===== config.mk =====
export PLATFORM = sky130hd
export DESIGN_NAME = spi_target_core
export DESIGN_NICKNAME = d
export VERILOG_FILES = /design/src/rtl/spi_target_core.sv
export SDC_FILE = /design/constraint.sdc
export NUM_CORES = 1
export LEC_CHECK = 0
export BUFFER_PORTS_ARGS = -buffer_cell sky130_fd_sc_hd__buf_2
export CAP_MARGIN = 20
export CORE_MARGIN = 2
export CORE_UTILIZATION = 65
export DETAILED_ROUTE_END_ITERATION = 10
export PLACE_DENSITY = 0.84
export SLEW_MARGIN = 20
export SYNTH_ARGS = -nofsm -noshare
export SYNTH_HDL_FRONTEND = slang
export SYNTH_SLANG_ARGS = --single-unit

===== constraint.sdc =====
create_clock -name clk_i -period 3.6 [get_ports clk_i]
set_input_delay 0.36 -clock clk_i [delete_from_list [all_inputs] [get_ports clk_i]]
set_output_delay 0.36 -clock clk_i [all_outputs]
set_load 0.05 [all_outputs]

===== src/rtl/spi_target_core.sv =====
// SPI target engine: oversamples nss/sck/mosi into clk_i, shifts 8/16/24/32-bit
// words in and out in any cpol/cpha mode, and exchanges words with the RX FIFO
// (push) and a first-word-fall-through TX FIFO (peek, then pop once committed).
module spi_target_core (
    input  logic        clk_i,
    input  logic        rst_n_i,
    input  logic        en_i,
    input  logic        cpol_i,
    input  logic        cpha_i,
    input  logic        lsb_i,
    input  logic [1:0]  dsize_i,
    input  logic        tx_valid_i,
    input  logic [31:0] tx_data_i,
    output logic        tx_ready_o,
    output logic        rx_valid_o,
    input  logic        rx_ready_i,
    output logic [31:0] rx_data_o,
    input  logic        spi_sck_i,
    input  logic        spi_nss_i,
    input  logic        spi_mosi_i,
    output logic        spi_miso_o,
    output logic        spi_miso_en_o,
    output logic        busy_o,
    output logic        tx_udf_o,
    output logic        rx_ovf_o,
    output logic        frm_err_o
);

    typedef enum logic {
        IDLE   = 1'b0,
        ACTIVE = 1'b1
    } state_t;

    state_t state_q, state_d;

    // Synchroniser chains; index 0 is the first stage, index 2 the edge-detect copy.
    logic [2:0] sck_sync;
    logic [2:0] nss_sync;
    logic [1:0] mosi_sync;

    logic sck_rise, sck_fall, nss_fall, nss_rise, mosi_s;

    // Configuration latched at frame start.
    logic       cfg_cpol;
    logic       cfg_cpha;
    logic       cfg_lsb;
    logic [1:0] cfg_dsize;

    // Shift engine state.
    logic [31:0] tx_sr;
    logic [31:0] rx_sr;
    logic [4:0]  tx_cnt;
    logic [4:0]  rx_cnt;
    logic        tx_have;

    // Decoded events.
    logic        frame_start, frame_end;
    logic        lead_edge, trail_edge;
    logic        sample_edge, drive_edge;
    logic [4:0]  last_idx;
    logic [4:0]  shamt;
    logic [31:0] rx_next;
    logic [31:0] rx_word;

    // Left-align an MSB-first word so its top bit sits at bit 31; LSB-first words stay put.
    function automatic logic [31:0] tx_align(input logic [31:0] word,
                                             input logic        lsb,
                                             input logic [1:0]  dsz);
        logic [4:0] sh;
        sh = {~dsz, 3'b000};
        return lsb ? word : (word << sh);
    endfunction

    // Pin synchronisers and edge-detect registers.
    always_ff @(posedge clk_i or negedge rst_n_i) begin
        if (!rst_n_i) begin
            sck_sync  <= 3'b000;
            nss_sync  <= 3'b111;
            mosi_sync <= 2'b00;
        end else begin
            sck_sync  <= {sck_sync[1:0], spi_sck_i};
            nss_sync  <= {nss_sync[1:0], spi_nss_i};
            mosi_sync <= {mosi_sync[0], spi_mosi_i};
        end
    end

    assign sck_rise = sck_sync[1] & ~sck_sync[2];
    assign sck_fall = ~sck_sync[1] & sck_sync[2];
    assign nss_fall = ~nss_sync[1] & nss_sync[2];
    assign nss_rise = nss_sync[1] & ~nss_sync[2];
    assign mosi_s   = mosi_sync[1];

    // FSM state register.
    always_ff @(posedge clk_i or negedge rst_n_i) begin
        if (!rst_n_i) begin
            state_q <= IDLE;
        end else begin
            state_q <= state_d;
        end
    end

    // Next-state logic and frame start/end strobes.
    always_comb begin
        state_d     = state_q;
        frame_start = 1'b0;
        frame_end   = 1'b0;
        case (state_q)
            IDLE: begin
                if (en_i && nss_fall) begin
                    state_d     = ACTIVE;
                    frame_start = 1'b1;
                end
            end
            ACTIVE: begin
                if (nss_rise || !en_i) begin
                    state_d   = IDLE;
                    frame_end = 1'b1;
                end
            end
            default: state_d = IDLE;
        endcase
    end

    // Classify sck edges with the latched mode; a frame end on the same cycle suppresses them.
    always_comb begin
        lead_edge   = cfg_cpol ? sck_fall : sck_rise;
        trail_edge  = cfg_cpol ? sck_rise : sck_fall;
        sample_edge = 1'b0;
        drive_edge  = 1'b0;
        if (state_q == ACTIVE && !frame_end) begin
            sample_edge = cfg_cpha ? trail_edge : lead_edge;
            drive_edge  = cfg_cpha ? lead_edge  : trail_edge;
        end
    end

    // Word-size helpers and the post-shift receive word.
    always_comb begin
        last_idx = {cfg_dsize, 3'b111};
        shamt    = {~cfg_dsize, 3'b000};
        rx_next  = cfg_lsb ? {mosi_s, rx_sr[31:1]} : {rx_sr[30:0], mosi_s};
        rx_word  = cfg_lsb ? (rx_next >> shamt) : (rx_next & ({32{1'b1}} >> shamt));
    end

    // Shift engine: config latch, TX load/shift, RX sampling, FIFO handshakes and status pulses.
    always_ff @(posedge clk_i or negedge rst_n_i) begin
        if (!rst_n_i) begin
            cfg_cpol   <= 1'b0;
            cfg_cpha   <= 1'b0;
            cfg_lsb    <= 1'b0;
            cfg_dsize  <= 2'd0;
            tx_sr      <= '0;
            rx_sr      <= '0;
            tx_cnt     <= '0;
            rx_cnt     <= '0;
            tx_have    <= 1'b0;
            rx_data_o  <= '0;
            tx_ready_o <= 1'b0;
            rx_valid_o <= 1'b0;
            tx_udf_o   <= 1'b0;
            rx_ovf_o   <= 1'b0;
            frm_err_o  <= 1'b0;
        end else begin
            tx_ready_o <= 1'b0;
            rx_valid_o <= 1'b0;
            tx_udf_o   <= 1'b0;
            rx_ovf_o   <= 1'b0;
            frm_err_o  <= 1'b0;

            if (frame_start) begin
                cfg_cpol  <= cpol_i;
                cfg_cpha  <= cpha_i;
                cfg_lsb   <= lsb_i;
                cfg_dsize <= dsize_i;
                rx_sr     <= '0;
                rx_cnt    <= '0;
                // cpha=0 drives bit 0 straight away, so the first load uses the live config.
                if (!cpha_i) begin
                    tx_sr   <= tx_align(tx_valid_i ? tx_data_i : '0, lsb_i, dsize_i);
                    tx_have <= tx_valid_i;
                    tx_cnt  <= 5'd1;
                end else begin
                    tx_have <= 1'b0;
                    tx_cnt  <= '0;
                end
            end else if (frame_end) begin
                frm_err_o <= (rx_cnt != '0);
                tx_cnt    <= '0;
                rx_cnt    <= '0;
                tx_have   <= 1'b0;
            end else begin
                if (drive_edge) begin
                    if (tx_cnt == '0) begin
                        tx_sr   <= tx_align(tx_valid_i ? tx_data_i : '0, cfg_lsb, cfg_dsize);
                        tx_have <= tx_valid_i;
                    end else begin
                        tx_sr <= cfg_lsb ? (tx_sr >> 1) : (tx_sr << 1);
                    end
                    tx_cnt <= (tx_cnt == last_idx) ? '0 : tx_cnt + 5'd1;
                end

                if (sample_edge) begin
                    rx_sr <= rx_next;
                    // The peeked TX word is popped only once its first bit has been exchanged.
                    if (rx_cnt == '0) begin
                        tx_ready_o <= tx_have;
                        tx_udf_o   <= ~tx_have;
                    end
                    if (rx_cnt == last_idx) begin
                        rx_data_o  <= rx_word;
                        rx_cnt     <= '0;
                        rx_valid_o <= rx_ready_i;
                        rx_ovf_o   <= ~rx_ready_i;
                    end else begin
                        rx_cnt <= rx_cnt + 5'd1;
                    end
                end
            end
        end
    end

    assign busy_o        = (state_q == ACTIVE);
    assign spi_miso_en_o = (state_q == ACTIVE);
    assign spi_miso_o    = (state_q == ACTIVE) & (cfg_lsb ? tx_sr[0] : tx_sr[31]);

endmodule


# After elaboration in Yosys (flattened, before gate mapping)
# Cells that the tools add are included.
# op_classes
n_addsub,2
n_eq_ne,4
shift,4
n_mux,59
bitwise,17
reduce_logical,17
# ops
op,n
32-bit 2-to-1 mux,14
32-bit by 5-bit left shift with 32-bit output,2
5-bit 2-to-1 mux,8
1-bit 2-to-1 mux,36
32-bit AND,1
32-bit by 5-bit right shift with 32-bit output,1
"32-bit by 5-bit right shift with 32-bit output, first input constant",1
"5-bit by 1-bit adder with 5-bit output, second input constant",2
5-bit == test,2
5-bit zero test,2
1-bit NOT,9
3-bit nonzero test,3
1-bit AND,5
5-bit nonzero test,1
"2-bit inequality test, second input constant",2
2-bit NOT,2
2-bit AND reduction,2
4-bit AND reduction,1
2-bit nonzero test,2
3-bit AND reduction,1
1-bit logical AND,2
1-bit zero test,2
1-bit case mux with 2 select lines,1
1-bit logical OR,1
# word_totals
regBits,126
inputBits,45
elab_cells,122

# Logic depth before layout (Yosys ltp)
# depth
word_depth,11
depth_mapped,9

# Worst setup path before layout
# No wires, ideal clock.
# synth_timing
path_type,reg-to-output
start,register cfg_lsb
end,output port spi_miso_o
arrival_ps,1844
required_ps,3240
setup_slack_ps,1396
path_stages_with_launch,6
path_buffers,3
cell_sequence,dfrtp_1 buf_2 buf_1 buf_2 mux2i_1 nor2b_1
# synth_via
elab_chain_len,2
# synth_rtl
element,line_no,source
"start, declared",46,logic cfg_lsb;
"start signal, assigned",172,cfg_lsb <= lsb_i;
1-bit 2-to-1 mux,223,assign spi_miso_o = (state_q == ACTIVE) & (cfg_lsb ? tx_sr[0] : tx_sr[31]);
1-bit AND,223,
"end, declared",21,"output logic spi_miso_o,"
# No other way between the ends.

# Final worst setup path
# Ends and elaborated chain as after synthesis.

==> summary.txt <==
Clock network
  • Clk slew on worst S/H paths: 0.06 ns
  • Total setup buffers inserted after CTS: 0
  • Clock Latency Late Sink: 0.43 ns
  • CTS Buffer Depth: 2
  • CTS Buf Count: 17
  • H-tree Lvls: 4
  • CTS tree: yes
  • Clock root buffer master: clkbuf_16
  • # resized after CTS: 0
  • Clk sink count: 126

Setup path
  • Worst Path Arrival: 2.31 ns
  • Worst Path Buf+Inv: 2
  • Crit path largest cell delay: 0.65 ns
  • CP cell instances: buf_4 -> mux2i_1 -> nor2b_1 -> buf_2
  • Worst Setup End Kind: output port
  • Crit path max fanout: 28
  • WS Path Type: reg -> out
  • Worst endpoint required time: 3.24 ns
  • Startpoint types: register
  • Delay-heaviest family, CP: buffers and inverters
  • Worst path slowest cell: dfrtp_4

Synth
  • Mapped cell area: 8190 µm²
  • Mean Syn Cell Area: 8.73 µm²
  • Netlist cell types: 70
  • Compound-Gate Fraction of Synth Area: 27.5%
  • #FFs+latches synth: 126
  • Ys Warns: 0
  • Largest family of logic cells by synthesized area: compound AO/OA/AOI/OAI gates
  • Post-Syn Nets: 987
  • Asr flop ratio synth: 100%
  • Cells after synthesis: 938
  • Post-synthesis sequential area ratio: 38.5%
  • Adder-Cell Fraction of Synth Area: 0.611%
  • EDFF count, synth: 0
  • Simple-gate area share of the yosys netlist: 15.9%
  • Synth Area in XOR/XNOR: 0.840%
  • Predominant post-synthesis flop cell: dfrtp_1
  • Mux cell area share after synthesis: 10.9%

STA
  • Clk_skew: 0.00904 ns
  • Final setup fails: 0
  • Relative slew slack: 26.1%
  • Final Cycle Share: 74.1%
  • Min Tclk post-route: 2.67 ns
  • Slew @ Worst Pin: 1.11 ns
  • Final worst slack: 0.932 ns
  • Max Slew Vio Count: 0
  • Achievable Freq: 375 MHz
  • Final hold viol count: 0
  • Post-route setup TNS: 0 ns
  • RSZ-0062 raised after global routing: no

Die
  • CORE AREA: 12500 µm²
  • Ports: 85
  • FP Rows: 41
  • Die ar.: 13500 µm²
  • Die Height: 116 µm
  • Initial Utilization: 65.7%
  • Die X: 116 µm

Finish
  • Most frequent cells in the layout: dfrtp_1 (120), nand2_1 (115), nor2_1 (84)
  • Final instance area: 9200 µm²
  • Synth-to-Final Area Change: 12.3%
  • Commonest non-fill, non-tap cell in the layout: dfrtp_1
  • Inserted Diodes: 0
  • Post-Route Utilization: 73.8%
  • Fillers: 932
  • Layout cells sized above 1: 20.3%
  • Post-layout nets: 1008

Global routing
  • Overflow after GRT: 0
  • Initial antenna violation count: 0
  • Vias in the first global route: 6899
  • Gr usage total: 33.5%
  • Largest net degree at the start of global routing: 77
  • First-pass GRT wire length: 35200 µm

Power
  • Clock power frac: 36.1%
  • PwrDens: 549 nW/µm²
  • Seq pwr share: 37.4%
  • Static leakage: 4.03 nW
  • Combinational share of power: 26.5%
  • Internal power: 0.00340 W
  • Switching share of total power: 32.8%
  • Net Sw Power: 0.00166 W
  • VDD IR max: 0.474 mV

Place
  • Placement Setup Slack: 1.15 ns
  • PortBufs: 84
  • GPL Wtd Cong: 0.970
  • Post-DP HPWL: 13900 µm
  • Area after DPL: 8530 µm²

Run
  • Max Cap Viol: 0

Route
  • Via Count: 7593
  • DR iter-0 viols: 993
  • Final WL: 22200 µm
  • Pre-antenna DRT Iters: 7
  • Detail Route Antenna Nets: 0
  • Post-DR wirelength/cell: 19.4 µm
  • Vias per Instance: 6.64
  • DRC: 0

Status
  • Status: finished clean

Min path
  • Tightest Hold Check Type: in -> reg
per-stage QoR:
step	total power (W)	cells	hold slack, ns
2_1_floorplan	0.00289	938	0.0644
3_5_place_dp	0.00319	1110	0.338
5_1_grt	0.00529	1144	0.0287
3_3_place_gp	0.00317	1110	0.338
6_report	0.00505	1144	0.0336
4_1_cts	0.00503	1142	0.0261
power groups by stage:
stage | Sequential, W | Clock [W] | Combinational [W]
global placement | 0.00190 | 0 | 0.00127
floorplan | 0.00178 | 0 | 0.00111
detailed placement | 0.00190 | 0 | 0.00129
CTS | 0.00188 | 0.00183 | 0.00131
finish | 0.00189 | 0.00182 | 0.00134
global route | 0.00192 | 0.00189 | 0.00148
final cells by class:
type / instances / area, µm² / area share, %
repair buffers: 101 / 586 / 6.36
clock buffers: 21 / 480 / 5.22
clock inverters: 11 / 153 / 1.66
well taps: 172 / 215 / 2.34
flip-flops and latches: 126 / 3160 / 34.4
inverters: 7 / 26.3 / 0.286
multi-input cells: 706 / 4580 / 49.7
worst reg2reg max path, stage by stage, from the launching register on:
cell	delay, ns
dfrtp_2	0.61
a21oi_1	0.95
nor2b_1	0.29
a2bb2oi_1	0.28
a211oi_1	0.12
o22a_1	0.20
state kept, by name, summed over array words and instances (netlist names), 2 cells and up:
signal and cells:
cfg_dsize 2, mosi_sync 2, nss_sync 3, rx_cnt 5, rx_data_o 32, rx_sr 32, sck_sync 3, tx_cnt 5
tx_sr 32
worst paths after layout:
path	from	end	slack [ns]	depth (start not counted)
worst max-delay path	cfg_lsb$_DFFE_PN0N_	spi_miso_o	0.93	4
worst min-delay path	spi_mosi_i	mosi_sync[0]$_DFF_PN0_	0.03	1
worst max register to register	cfg_dsize[0]$_DFFE_PN0N_	tx_sr[20]$_DFFE_PN0P_	1.04	5
worst min register to register	sck_sync[0]$_DFF_PN0_	sck_sync[1]$_DFF_PN0_	0.36	0
max in group asynchronous	rst_n_i	cfg_dsize[1]$_DFFE_PN0N_	2.65	3
min in group asynchronous	rst_n_i	tx_sr[18]$_DFFE_PN0P_	0.37	2
Yosys cell counts (all sizes together), types with 8 or more instances:
library cell,count,area share [%]
dfrtp,123,38
nand2,117,5.4
nor2,84,3.8
mux2i,79,9.7
a21oi,75,4.8
o21ai,55,3.4
clkbuf,53,2.4
buf,46,3.0
a31o,32,3.4
nand3,30,1.8
a22oi,24,2.2
nor2b,18,1.4
a31oi,14,1.1
a22o,10,1.1
a21o,9,0.82
mux2,9,1.2
o211ai,9,0.82
o31ai,9,0.82
o2111ai,8,0.86
o22ai,8,0.69
logic make-up (layout without fill, tap and decap cells):
kind of cell,count (synthesis),in the layout
XOR/XNOR,7,7
AND/OR/NAND/NOR,286,286
AO/OA/AOI/OAI,321,321
multiplexers,88,88
flip-flops,126,126
adder cells (fa/ha/maj),4,4
buffers and inverters,106,140
per-layer routing:
metal / GRT usage (%) / part of all wire [%] / up-vias / wire [µm]
met5: 0 / 0 / - / 0
met3: 9.44 / 10 / 67 / 2260
met1: 47.8 / 43 / 3620 / 9480
li1: - / - / 3502 / -
met4: 13.5 / 2.8 / 0 / 613
met2: 48.5 / 44 / 404 / 9870
repair_timing:
action | in CTS | in global routing
hold endpoints to repair | 0 | 15
setup endpoints to repair | 0 | 0
hold buffers | 0 | 1
(Power assumes the default switching activity.)
